$ cat src/rtl/fifo_ctrl_16x8_pkg.sv
// Shared sizing constants and pointer type for the 16x8 FIFO controller.
package fifo_ctrl_16x8_pkg;
  localparam int unsigned DEF_ADDR_BUS = 4;
  localparam int unsigned DEF_DEPTH    = 1 << DEF_ADDR_BUS;
  localparam int unsigned PTR_W        = DEF_ADDR_BUS + 1;

  typedef logic [PTR_W-1:0] ptr_t;
endpackage

$ cat src/rtl/fifo_ctrl_16x8_ptr.sv
// Pointer register with wrap bit: async reset, synchronous flush, modulo increment.
module fifo_ptr
  import fifo_ctrl_16x8_pkg::*;
#(
  parameter int unsigned W = PTR_W
) (
  input  logic         clk,
  input  logic         rst_n,
  input  logic         flush,
  input  logic         inc,
  output logic [W-1:0] ptr
);

  always_ff @(posedge clk or negedge rst_n) begin
    if (!rst_n) begin
      ptr <= '0;
    end else if (flush) begin
      ptr <= '0;
    end else if (inc) begin
      ptr <= ptr + 1'b1;
    end
  end

endmodule

$ cat src/rtl/fifo_ctrl_16x8.sv
// Pointer/flag controller turning a 16x8 dual-port synchronous RAM into a FIFO.
module fifo_ctrl_16x8
  import fifo_ctrl_16x8_pkg::*;
#(
  parameter int unsigned DEPTH     = DEF_DEPTH,
  parameter int unsigned ADDR_BUS  = DEF_ADDR_BUS,
  parameter int unsigned AFULL_TH  = 14,
  parameter int unsigned AEMPTY_TH = 2
) (
  input  logic                clk,
  input  logic                rst_n,
  input  logic                flush,
  input  logic                push,
  input  logic                pop,
  input  logic                err_clr,
  output logic                we,
  output logic                re,
  output logic [ADDR_BUS-1:0] wr_addr,
  output logic [ADDR_BUS-1:0] rd_addr,
  output logic                rd_valid,
  output logic [ADDR_BUS:0]   count,
  output logic                full,
  output logic                empty,
  output logic                almost_full,
  output logic                almost_empty,
  output logic                overflow,
  output logic                underflow
);

  if (DEPTH != (1 << ADDR_BUS)) begin : g_bad_depth
    $error("fifo_ctrl_16x8: DEPTH must equal 2**ADDR_BUS");
  end
  if (AFULL_TH > DEPTH) begin : g_bad_afull
    $error("fifo_ctrl_16x8: AFULL_TH must not exceed DEPTH");
  end

  localparam logic [ADDR_BUS:0] AFULL_C  = AFULL_TH[ADDR_BUS:0];
  localparam logic [ADDR_BUS:0] AEMPTY_C = AEMPTY_TH[ADDR_BUS:0];

  logic [ADDR_BUS:0] wr_ptr;
  logic [ADDR_BUS:0] rd_ptr;

  fifo_ptr #(.W(ADDR_BUS + 1)) u_wr_ptr (
    .clk   (clk),
    .rst_n (rst_n),
    .flush (flush),
    .inc   (we),
    .ptr   (wr_ptr)
  );

  fifo_ptr #(.W(ADDR_BUS + 1)) u_rd_ptr (
    .clk   (clk),
    .rst_n (rst_n),
    .flush (flush),
    .inc   (re),
    .ptr   (rd_ptr)
  );

  always_comb begin
    wr_addr      = wr_ptr[ADDR_BUS-1:0];
    rd_addr      = rd_ptr[ADDR_BUS-1:0];
    count        = wr_ptr - rd_ptr;
    empty        = (wr_ptr == rd_ptr);
    full         = (wr_ptr[ADDR_BUS] != rd_ptr[ADDR_BUS]) &&
                   (wr_ptr[ADDR_BUS-1:0] == rd_ptr[ADDR_BUS-1:0]);
    almost_full  = (count >= AFULL_C);
    almost_empty = (count <= AEMPTY_C);
    // Strobes are qualified by rst_n so the RAM sees no access while reset is held.
    we           = push & ~full & ~flush & rst_n;
    re           = pop & ~empty & ~flush & rst_n;
  end

  always_ff @(posedge clk or negedge rst_n) begin
    if (!rst_n) begin
      rd_valid  <= 1'b0;
      overflow  <= 1'b0;
      underflow <= 1'b0;
    end else begin
      rd_valid <= re;
      if (push & full & ~flush) begin
        overflow <= 1'b1;
      end else if (err_clr) begin
        overflow <= 1'b0;
      end
      if (pop & empty & ~flush) begin
        underflow <= 1'b1;
      end else if (err_clr) begin
        underflow <= 1'b0;
      end
    end
  end

endmodule

$ cat config.mk
export PLATFORM = sky130hd
export DESIGN_NAME = fifo_ctrl_16x8
export DESIGN_NICKNAME = d
export VERILOG_FILES = /design/src/rtl/fifo_ctrl_16x8_pkg.sv /design/src/rtl/fifo_ctrl_16x8_ptr.sv /design/src/rtl/fifo_ctrl_16x8.sv
export SDC_FILE = /design/constraint.sdc
export NUM_CORES = 1
export LEC_CHECK = 0
export CORE_ASPECT_RATIO = 0.8
export CORE_UTILIZATION = 40
export CTS_CLUSTER_SIZE = 24
export DETAILED_ROUTE_END_ITERATION = 10
export GPL_TIMING_DRIVEN = 0
export PLACE_DENSITY = 0.74
export SYNTH_ARGS = -nofsm -noshare
export SYNTH_HDL_FRONTEND = slang
export SYNTH_HIERARCHICAL = 1
export SYNTH_SLANG_ARGS = --single-unit
export TNS_END_PERCENT = 5
$ cat constraint.sdc
create_clock -name clk -period 1.9 [get_ports clk]
set_input_delay 0.38 -clock clk [delete_from_list [all_inputs] [get_ports clk]]
set_output_delay 0.38 -clock clk [all_outputs]
set_load 0.05 [all_outputs]
== After elaboration in Yosys (flattened, before gate mapping) ==
Cells that the tools add are included.
Cells by class
  magnitude comparators: 2
  multiplexer cells: 7
  reduce and logical (&&, ||, !) cells: 5
  eq/ne operators: 3
  $add $sub $neg: 3
  bitwise logic cells: 13
Operators with widths (count)
  5-bit 2-to-1 mux: 4
  5-bit by 1-bit adder with 5-bit output, second input constant: 2
  1-bit AND: 10
  2-bit nonzero test: 4
  5-bit == test: 1
  5-bit by 4-bit greater-or-equal comparator with 1-bit output, second input constant: 1
  5-bit by 2-bit less-or-equal comparator with 1-bit output, second input constant: 1
  5-bit subtractor: 1
  4-bit == test: 1
  1-bit 2-to-1 mux: 3
  1-bit NOT: 3
  1-bit logical AND: 1
  1-bit != test: 1
Word-level totals
  register bits: 13
  word-level logic and storage cells: 38
  output and inout bits: 22
  input bits: 6

== Logic depth before layout (Yosys ltp) ==
Gate-level depths: netlist (run 1).
  depth in word-level cells: 8
  depth in mapped cells: 8

== Cells and area by module ==
Netlist (run 1), hierarchy kept.
By module, submodules not included
  fifo_ptr: sequential area each 125.1 sq um, instances 2, cells an instance 22, area each 252.7 sq um
  fifo_ctrl_16x8: sequential area each 75.1 sq um, instances 1, cells an instance 42, area each 360.3 sq um

== Least setup slack after synthesis (run 1) ==
Ideal clock, no wire load.
  kind: register -> register
  start point: register u_rd_ptr.ptr[1]
  end point: register u_rd_ptr.ptr[4]
  arrival time: 4085 ps
  library setup time: 125 ps
  setup slack: -2310 ps
  cell stages (with the launch flop): 9
  clock period less this slack: 4210 ps
  path through: dfrtp_1 -> inv_1 -> ha_1 -> nand4_1 -> nor2_1 -> nor4b_1 -> buf_4 -> nand4_1 -> mux2_4
Between the ends
  longest elaborated chain between the ends: 6
  elaborated cells on any way between the ends: 9
  classes of those cells: add/sub (1); eq/ne (1); mux (2); bitwise (4); reduce/logical (1)
RTL lines
  from (decl): RTL line fifo_ctrl_16x8_ptr.sv:11  | output logic [W-1:0] ptr
  from (signal assigned): RTL line fifo_ctrl_16x8_ptr.sv:20  | ptr <= ptr + 1'b1;
  5-bit == test: RTL line fifo_ctrl_16x8.sv:63  | empty = (wr_ptr == rd_ptr);
  net empty: RTL line fifo_ctrl_16x8.sv:23  | output logic empty,
  1-bit NOT: RTL line fifo_ctrl_16x8.sv:70  | re = pop & ~empty & ~flush & rst_n;
  1-bit AND (3 in series): RTL line fifo_ctrl_16x8.sv:70
  net re: RTL line fifo_ctrl_16x8.sv:17  | output logic re,
  2-bit nonzero test (no line)
The timed path passes the listed nets, and every way through them passes these cells. The select of a mux whose other input is x is not followed.
A chain may end at the register's enable or synchronous reset.

== Worst setup path after layout (run 1) ==
  start point: register u_wr_ptr.ptr[0]
  end point: output port almost_empty
Between the ends
  longest elaborated chain between the ends: 2
RTL lines
  from (decl): RTL line fifo_ctrl_16x8_ptr.sv:11
  from (signal assigned): RTL line fifo_ctrl_16x8_ptr.sv:20
  5-bit subtractor: RTL line fifo_ctrl_16x8.sv:62  | count = wr_ptr - rd_ptr;
  5-bit by 2-bit less-or-equal comparator with 1-bit output: RTL line fifo_ctrl_16x8.sv:67  | almost_empty = (count <= AEMPTY_C);
  to (decl): RTL line fifo_ctrl_16x8.sv:25  | output logic almost_empty,
Every way passes these cells.

==> results of run 1 <==
## cell families after synthesis
| kind of cell | share of synthesized area (%) |
|---|---|
| AOI/OAI and AO/OA | 11.9 |
| DFF | 37.6 |
| buffers and inverters | 6.07 |
| and+or+nand+nor | 20.2 |
| adders and majority gates | 11.0 |
| muxes | 8.38 |
| xor gates and xnor gates | 4.91 |
## state kept, by name (all words and copies together) (netlist names)
signal	flops
underflow	1
overflow	1
u_rd_ptr/ptr	5
rd_valid	1
u_wr_ptr/ptr	5
## area by class of cell
cell class	instances	area, um^2
well taps	24	30.0
clock buffers	4	26.3
fillers	151	603
plain buffers	2	18.8
inverters	10	37.5
repair buffers	28	283
flip-flops and latches	13	335
multi-input cells	61	628
## power groups by stage
stage	clock [mW]	combinational, mW	sequential [mW]
2_1_floorplan	0	0.0674	0.308
6_report	0.175	0.143	0.286
3_5_place_dp	0	0.137	0.292
5_1_grt	0.198	0.153	0.286
3_3_place_gp	0	0.135	0.292
4_1_cts	0.185	0.140	0.286
## cells in the final DEF, fill, tap and decap left out, types with 5 or more instances in the layout
master | Yosys | final
dlygate4sd2_1 | 0 | 5
inv_2 | 0 | 5
inv_1 | 10 | 5
dfrtp_1 | 13 | 5
clkdlybuf4s50_1 | 0 | 7
nand4_1 | 5 | 5
buf_6 | 0 | 7
nor2_1 | 11 | 9
dfrtp_2 | 0 | 8
## timing repair
action                                  4_1_cts  5_1_grt
pin swaps                                     3        4
setup buffers                                 1        0
cloned                                        0        0
endpoints found under the setup margin       25       24
resized for setup                            74       20
## routing by layer
metal	part of all wire [%]	vias to the layer above	GRT usage, %
li1	-	364	-
met1	47	372	23.9
met2	49	19	31.4
met5	0	-	0
met4	0	0	3.08
met3	4.5	0	7.37
## worst min-delay path by stage
stage | slack [ns] | to | startpoint
2_1_floorplan | 0.08 | overflow | rst_n
3_3_place_gp | 0.47 | underflow | underflow
3_5_place_dp | 0.48 | underflow | underflow
4_1_cts | 0.25 | u_wr_ptr/ptr[4] | rst_n
5_1_grt | 0.29 | u_wr_ptr/ptr[4] | rst_n
6_report | 0.23 | u_wr_ptr/ptr[4] | rst_n
## cells in the mapped netlist (3+ instances only)
| library cell | count |
|---|---|
| nor2_1 | 11 |
| inv_1 | 10 |
| dfrtp_1 | 13 |
| nor2b_1 | 4 |
| nand3b_1 | 3 |
| nand4_1 | 5 |
| ha_1 | 6 |
| a21oi_1 | 6 |
## stage by stage
step	hold slack, ns	util [%]	power (mW)	setup WS, ns	TNS (ns)
2_1_floorplan	0.0844	-	0.375	-0.789	-9.08
3_3_place_gp	0.474	64.5	0.427	-1.01	-11.15
3_5_place_dp	0.475	64.5	0.429	-1.05	-11.61
4_1_cts	0.246	67.1	0.611	-0.554	-5.02
5_1_grt	0.291	69.3	0.637	-0.577	-5.54
6_report	0.226	69.3	0.604	-0.497	-3.72
## critical path, stage by stage (launching register included)
cell and delay, ns:
dfrtp_2 0.43, inv_2 0.07, ha_4 0.12, inv_2 0.04, fa_2 0.39, nand3_2 0.11
and3_4 0.22, o221a_2 0.20, buf_6 0.15
==> results.md, run 1 <==
- WP data arrival: between 2 and 2.5 ns
- Cell Area, Placed: about 1300 um^2
- GRT Util Overall: between 10% and 20%
- Final instance count without filler cells: roughly 140
- Final hold violation count: 0
- Via Count: approximately 760
- DIE AREA: between 2000 and 2500 um^2
- Routed Antenna Nets: 0
- CTS tree: built
- FF-to-FF path depth: 7
- Clock power share: around 29%
- H-Tree Depth: 1
- RSZ-0062 raised after global routing: true
- Routed Wire Length: about 2000 um
- Initial Util: between 40% and 50%
- Part of the power in combinational logic: between 20% and 30%
- Post-Syn Area: just under 900 um^2
- Fin crit share: 126%
- FF-to-FF Start: u_wr_ptr/ptr[2]
- Slew HR: between 50% and 60%
- Sequential share of power: 47.3%
- R2R Setup Slk: -0.19 ns
- Synth unique cells: 29
- Insertion delay to the later sink of the worst-skew pair: ~0.28 ns
- CTS clk-pin slew, worst paths: about 0.080 ns
- Ys async rst share: 100%
- Setup Skew: slightly below 0.006 ns
- Cell internal pwr: approximately 420 uW
- Sw Share: between 30 and 40%
- Mean Syn Cell Area: 10.1 um^2
- DRT Pass-1 Iters: 4
- Crit path to: almost_empty
- I/O Buffers: 27
- Drt drc: 0
- Leakage: 0.680 nW
- Vias in the first global route: a little over 700
- DR iter-0 viols: 4
- Area share of the largest cell type after synthesis: around 38%
- Clock Tree Root: clkbuf_4
- Fin area: ~1400 um^2
- Initial antenna violation count: 0
- Warnings from Yosys: 6
- R2R Path End: u_wr_ptr/ptr[3]
- CTS max path bufs: 2
- EDFF count, synth: 0
- Gate Count Post-Synth: 86
- Vias/cell: roughly 5.3
- Largest net degree at the start of global routing: 19
- Cell Count Post-Placement: roughly 140
- Post-synth top flop: dfrtp_1
- Share of layout cells above drive strength 1: 44.1%
- Number of CTS-inserted buffers: 3
- Gp weighted congestion: 0.709
- Critical path class: flop to output pin
- Final min period: 2.40 ns
- Req. time, crit path: between 1.5 and 2 ns
- Clk sink count: 13
- HP Class: input pin to async pin
- Startpoint Class: flop
- Yosys top cell by area: dfrtp_1
- Post-synthesis sequential area ratio: a little under two fifths
- Status: finished, violations left
- Slew Limit Fails: 0
- F_max: approximately 0.42 GHz
- Ant. Diodes: 0
- Power Density: ~440 nW/um^2
- Fin worst setup slack: -0.497 ns
- P_sw: between 150 and 200 uW
- Slew @ Worst Pin: roughly 0.67 ns
- Setup crit start: u_wr_ptr/ptr[0]
- Total gr overflow: 0
- Fin nets: 132
- DR WL/cell: 13.9 um
- Die width: 54.0 um
- Synthesized flop and latch total: 13
- Worst vdd ir: slightly below 600 uV
- Die Ht: roughly 44 um
- Core Footprint: a little under 2000 um^2
- Syn Nets: 99
- Row count: 14
- Failing checks: setup timing
- Critical Path Fanout Max: 3
- Area Growth Syn to Fin: 56.9%
- # IOs: 28
- Synth top area cells: dfrtp_1, ha_1, nor2_1
- Hpwl dp: between 1000 and 1500 um
- Final setup fails: 15
- # Max-Cap Violations: 0
- Global-route wire length before repair: approximately 3200 um
- # hold bufs at CTS: 0
- CP Capture Type: output pin
No activity file was read; power rests on OpenSTA's default activity.
==> inputs of run 2 (changes only) <==
ABC_AREA = 1   (was unset)
ABC_CLOCK_PERIOD_IN_PS = 1900   (was unset)
PLACE_DENSITY = 0.73   (was 0.74)
SLEW_MARGIN = 25   (was unset)
==> results.md, run 2 <==
- Fillers: between 150 and 200
- Synthesized flop and latch total: 13
- DIE AREA: 2490 um^2
- Syn Nets: 140
- Row count: 15
- CP peak stage delay: 0.44 ns
- Core Footprint: between 2000 and 2500 um^2
- Leakage: 0.737 nW
- Failing checks: setup timing
- CP Capture Type: output pin
- Fin crit share: 124%
- DRT Pass-1 Iters: 4
- Post-Syn Area: just over 900 um^2
- Warnings from Yosys: 6
- Biggest regs: u_rd_ptr/ptr x5, u_wr_ptr/ptr x5
- I/O Buffers: 27
- Largest net degree at the start of global routing: 16
- Area share of the largest cell type after synthesis: 35.5%
- CP max-delay cell: dfrtp_2
- DR iter-0 viols: 10
- Top cell types by occurrence after synthesis: nand2_1, inv_1, nand3_1
- Mean Syn Cell Area: between 7 and 8 um^2
- EDFF count, synth: 0
- Area Growth Syn to Fin: 50.0%
- Clk sink count: 13
- GRT Util Overall: between 10% and 20%
- CTS tree: built
- Via Count: roughly 930
- Post-synth top flop: dfrtp_1
- # Max-Cap Violations: 0
- Gate Count Post-Synth: ~130
- Die Ht: approximately 45 um
- Post-synthesis sequential area ratio: a little over a third
- Clock Tree Root: clkbuf_4
- R2R Setup Slk: 0.10 ns
- Commonest cells after routing, fill and taps aside: nand2_1, nand3_1, inv_1
- CP dominant cell by count: inv_2
- Global-route wire length before repair: between 3000 and 4000 um
- Fin nets: about 170
- Share of layout cells above drive strength 1: roughly 31%
- # hold bufs at CTS: 0
- Slew @ Worst Pin: between 0.6 and 0.7 ns
- Power Total: 617 uW
- Count leader, synth: nand2_1
- HP Class: input pin to async pin
- Total gr overflow: 0
- Insertion delay to the later sink of the worst-skew pair: 0.28 ns
- Slew HR: between 50% and 60%
- Final setup fails: 10
- CTS max path bufs: 2
- Synth top area cells: dfrtp_1, nand2_1, nand3_1
- Ys async rst share: 100%
- Sequence of cells on the critical path: ha_4 -> inv_2 -> fa_2 -> inv_2 -> nor2_1 -> a21oi_1 -> nand3_1 -> nor2_4 -> buf_6
- Initial antenna violation count: 0
- Synth unique cells: 17
- Vias in the first global route: roughly 800
- Area occupied by multi-input gates: between 600 and 700 um^2
- # IOs: 28
- Ant. Diodes: 0
- Worst hold slack: 0.233 ns
- Gp weighted congestion: about 0.73
- Worst vdd ir: about 350 uV
- Initial Util: a little over two fifths
- WP data arrival: 1.97 ns
- Critical path class: flop to output pin
- Startpoint Class: flop
- F_max: 0.425 GHz
- Number of CTS-inserted buffers: 3
- Leading cell type in the layout, fill and taps excluded: nand2_1
- CP top delay family: adder cells
- Register area: ~330 um^2
- Status: finished, violations left
- Routed Antenna Nets: 0
- Fin worst setup slack: -0.454 ns
- RSZ-0062 raised after global routing: true
- Die width: ~56 um
- Worst Path Buf+Inv: 3
- Routed Wire Length: between 2000 and 2500 um
- Fin area: 1370 um^2
- CTS clk-pin slew, worst paths: ~0.08 ns
- Critical Path Fanout Max: 2
- H-Tree Depth: 1
- Power Density: 449 nW/um^2
- Hpwl dp: 1650 um
- Req. time, crit path: around 1.5 ns
- Yosys top cell by area: dfrtp_1
- Final min period: around 2.4 ns
- Cell Area, Placed: around 1300 um^2
- Setup Skew: 0.00271 ns
- Slew Limit Fails: 0
- DR WL/cell: approximately 12 um
- Drt drc: 0
- Final hold violation count: 0
- Vias/cell: 5.02
run 2: cell count changes after synthesis, sizes merged, moves of 3 or more:
cell	previous run	this run
nor2b	4	0
inv	10	21
nand3b	3	0
nand3	1	18
nand4	5	1
mux2	4	0
nand2	1	29
nor2	11	21
run 2: per-stage QoR:
stage	setup WS [ns]	util, %	instances	setup TNS, ns
floorplan	-0.525	-	127	-6.80
global placement	-1.08	59.3	179	-9.67
detailed placement	-1.10	59.3	179	-10.22
CTS	-0.461	63.1	185	-2.91
global route	-0.540	63.7	185	-3.51
finish	-0.454	63.7	185	-2.65
run 2: report_power, final:
| group | switching (mW) | internal [mW] | total, mW |
|---|---|---|---|
| clock | 0.0939 | 0.0814 | 0.175 |
| combinational | 0.104 | 0.0518 | 0.156 |
| sequential | 0.00415 | 0.282 | 0.286 |
| total | 0.202 | 0.415 | 0.617 |
run 2: cell families (layout without fill, tap and decap cells):
family          after synthesis  in the layout  share of synthesized area [%]
compound gates                9              9                           4.92
xor+xnor                      4              4                           3.83
fa+ha+maj                     7              7                           10.4
buf+inv                      23             56                           9.43
flops                        13             13                           35.5
simple gates                 71             71                           35.9
run 2: timing repair:
item	CTS	global route
gates cloned	0	0
setup buffers	2	0
resized for setup	79	11
endpoints found under the setup margin	23	18
pin swaps	7	1
run 2: path summary, 6_finish.rpt:
| check | from | end | depth (start not counted) |
|---|---|---|---|
| worst min register to register | overflow | overflow | 2 |
| min in group clk | overflow | overflow | 2 |
| worst max register to register | u_rd_ptr/ptr[2] | u_wr_ptr/ptr[3] | 9 |
| worst max-delay path | u_rd_ptr/ptr[0] | almost_empty | 9 |
| max in group asynchronous | rst_n | u_wr_ptr/ptr[3] | 1 |
| worst min-delay path | rst_n | u_rd_ptr/ptr[3] | 1 |
run 2: final cells by class:
cell class,count,area share (%)
Clock buffer,4,1.91
Tap cell,25,2.28
Timing Repair Buffer,29,20.9
Inverter,23,6.28
Multi-Input combinational cell,91,44.4
Sequential cell,13,24.2
run 2: metal layers:
metal  vias up  wire, um  global-route usage [%]
met1       436       990                    23.2
met2        19      1110                    33.3
met3         2        75                    2.01
met4         0        15                    6.00
li1        472         -                       -
met5         -         0                       0
==> inputs of run 3 (changes only) <==
ABC_CLOCK_PERIOD_IN_PS = 2900   (was 1900)
GPL_ROUTABILITY_DRIVEN = 0   (was unset)
PLACE_DENSITY = 0.7   (was 0.73)
clock period = 2.9 ns   (was 1.9 ns; I/O delays follow)
==> results.md, run 3 (synthesis results as in run 2) <==
- Largest net degree at the start of global routing: 16
- DIE AREA: about 2500 um^2
- Initial antenna violation count: 0
- Initial Util: 42.4%
- Via Count: between 800 and 900
- Final hold violation count: 0
- Final setup fails: 0
- F_max: approximately 0.36 GHz
- # IOs: 28
- FF-to-FF Start: u_wr_ptr/ptr[3]
- WP data arrival: 2.20 ns
- DRT Pass-1 Iters: 4
- Biggest regs: u_rd_ptr/ptr x5, u_wr_ptr/ptr x5
- DR WL/cell: 11.6 um
- Slew @ Worst Pin: roughly 0.67 ns
- Share of layout cells above drive strength 1: 13.3%
- Req. time, crit path: between 2 and 2.5 ns
- Die Ht: 44.8 um
- Core Footprint: around 2200 um^2
- Commonest cells after routing, fill and taps aside: nand2_1, inv_1, nand3_1
- Vias in the first global route: between 800 and 900
- Worst vdd ir: 263 uV
- Routed Wire Length: around 2100 um
- Startpoint Class: input pin
- CTS max path bufs: 2
- Total gr overflow: 0
- Setup TNS: 0 ns
- Fin nets: roughly 170
- CTS tree: built
- Setup Skew: approximately 0.0074 ns
- Clk sink count: 13
- CTS clk-pin slew, worst paths: ~0.090 ns
- Leading cell type in the layout, fill and taps excluded: nand2_1
- Final instance count without filler cells: 183
- Critical Path Fanout Max: 7
- Critical path class: input pin to output pin
- GRT Util Overall: between 15 and 20%
- Drt drc: 0
- Row count: 15
- Clock Tree Root: clkbuf_4
- I/O Buffers: 27
- DR iter-0 viols: 15
- # hold bufs at CTS: 0
- Global-route wire length before repair: around 3600 um
- RSZ-0062 raised after global routing: false
- Final min period: ~2.8 ns
- Slew HR: 55.1%
- # Post-CTS Setup Buffers: 0
- CP Capture Type: output pin
- Number of CTS-inserted buffers: 3
- Status: complete, no violations
- # Max-Cap Violations: 0
- Leakage: ~0.66 nW
- HP Class: input pin to async pin
- Die width: 55.5 um
- Slew Limit Fails: 0
- Power Density: 317 nW/um^2
- Setup crit start: flush
- Fin crit share: 96.0%
- Vias/cell: slightly below 5
- Ant. Diodes: 0
- Fillers: roughly 220
- H-Tree Depth: 1
- Area Growth Syn to Fin: 35.7%
- Routed Antenna Nets: 0
- Hpwl dp: roughly 1700 um
- Insertion delay to the later sink of the worst-skew pair: around 0.28 ns
- Cell Count Post-Placement: about 180
==> run 3: routing by layer <==
metal	GRT usage [%]	share of wire (%)	up-vias
li1	-	-	462
met1	23.4	47	408
met2	34.7	48	22
met3	2.29	4.0	2
met4	10.5	0.85	0
met5	0	0	-
==> run 3: final cells by class <==
class	instances	area, um^2	share of cell area, %
tap	25	31.3	2.52
sequential	13	327	26.3
clock inverter	1	5.00	0.403
clock buffer	3	22.5	1.81
inverter	23	86.3	6.95
timing repair buffer	27	259	20.8
multi-input combinational	91	512	41.2
==> run 3: report_power, final <==
part	leakage [nW]	internal (mW)	switching [mW]
Clock	0.0177	0.0512	0.0643
Sequential	0.178	0.184	0.00381
Combinational	0.464	0.0284	0.0624
Total	0.659	0.264	0.131
==> run 3: worst paths after layout <==
kind	slack, ns	depth (start not counted)	to
worst min register to register	0.50	2	underflow
worst min-delay path	0.44	1	underflow
min in group clk	0.50	2	underflow
worst max register to register	0.98	8	u_wr_ptr/ptr[3]
worst max-delay path	0.12	5	re
max in group asynchronous	2.00	1	u_rd_ptr/ptr[0]
==> run 3: repair_timing <==
item,CTS,global route
resized for setup,21,8
setup endpoints to repair,10,4
pin swaps,0,0
==> run 3: stage by stage <==
| step | power [mW] | hold WS, ns | cell area [um^2] | setup WS (ns) | utilization [%] |
|---|---|---|---|---|---|
| CTS | 0.399 | 0.448 | 1250 | -0.00862 | 57.7 |
| global placement | 0.284 | 0.472 | 1220 | -0.638 | 56.5 |
| global route | 0.411 | 0.477 | 1240 | 0.00810 | 57.6 |
| finish | 0.394 | 0.435 | 1240 | 0.116 | 57.6 |
| detailed placement | 0.286 | 0.473 | 1220 | -0.663 | 56.5 |
| floorplan | 0.249 | 0.284 | 918 | -0.219 | - |
==> run 3: worst max-delay path, cell delays in order <==
cell	delay (ns)
clkdlybuf4s50_1	0.60
inv_1	0.21
nand3_1	0.10
nor2_2	0.30
clkdlybuf4s15_2	0.42
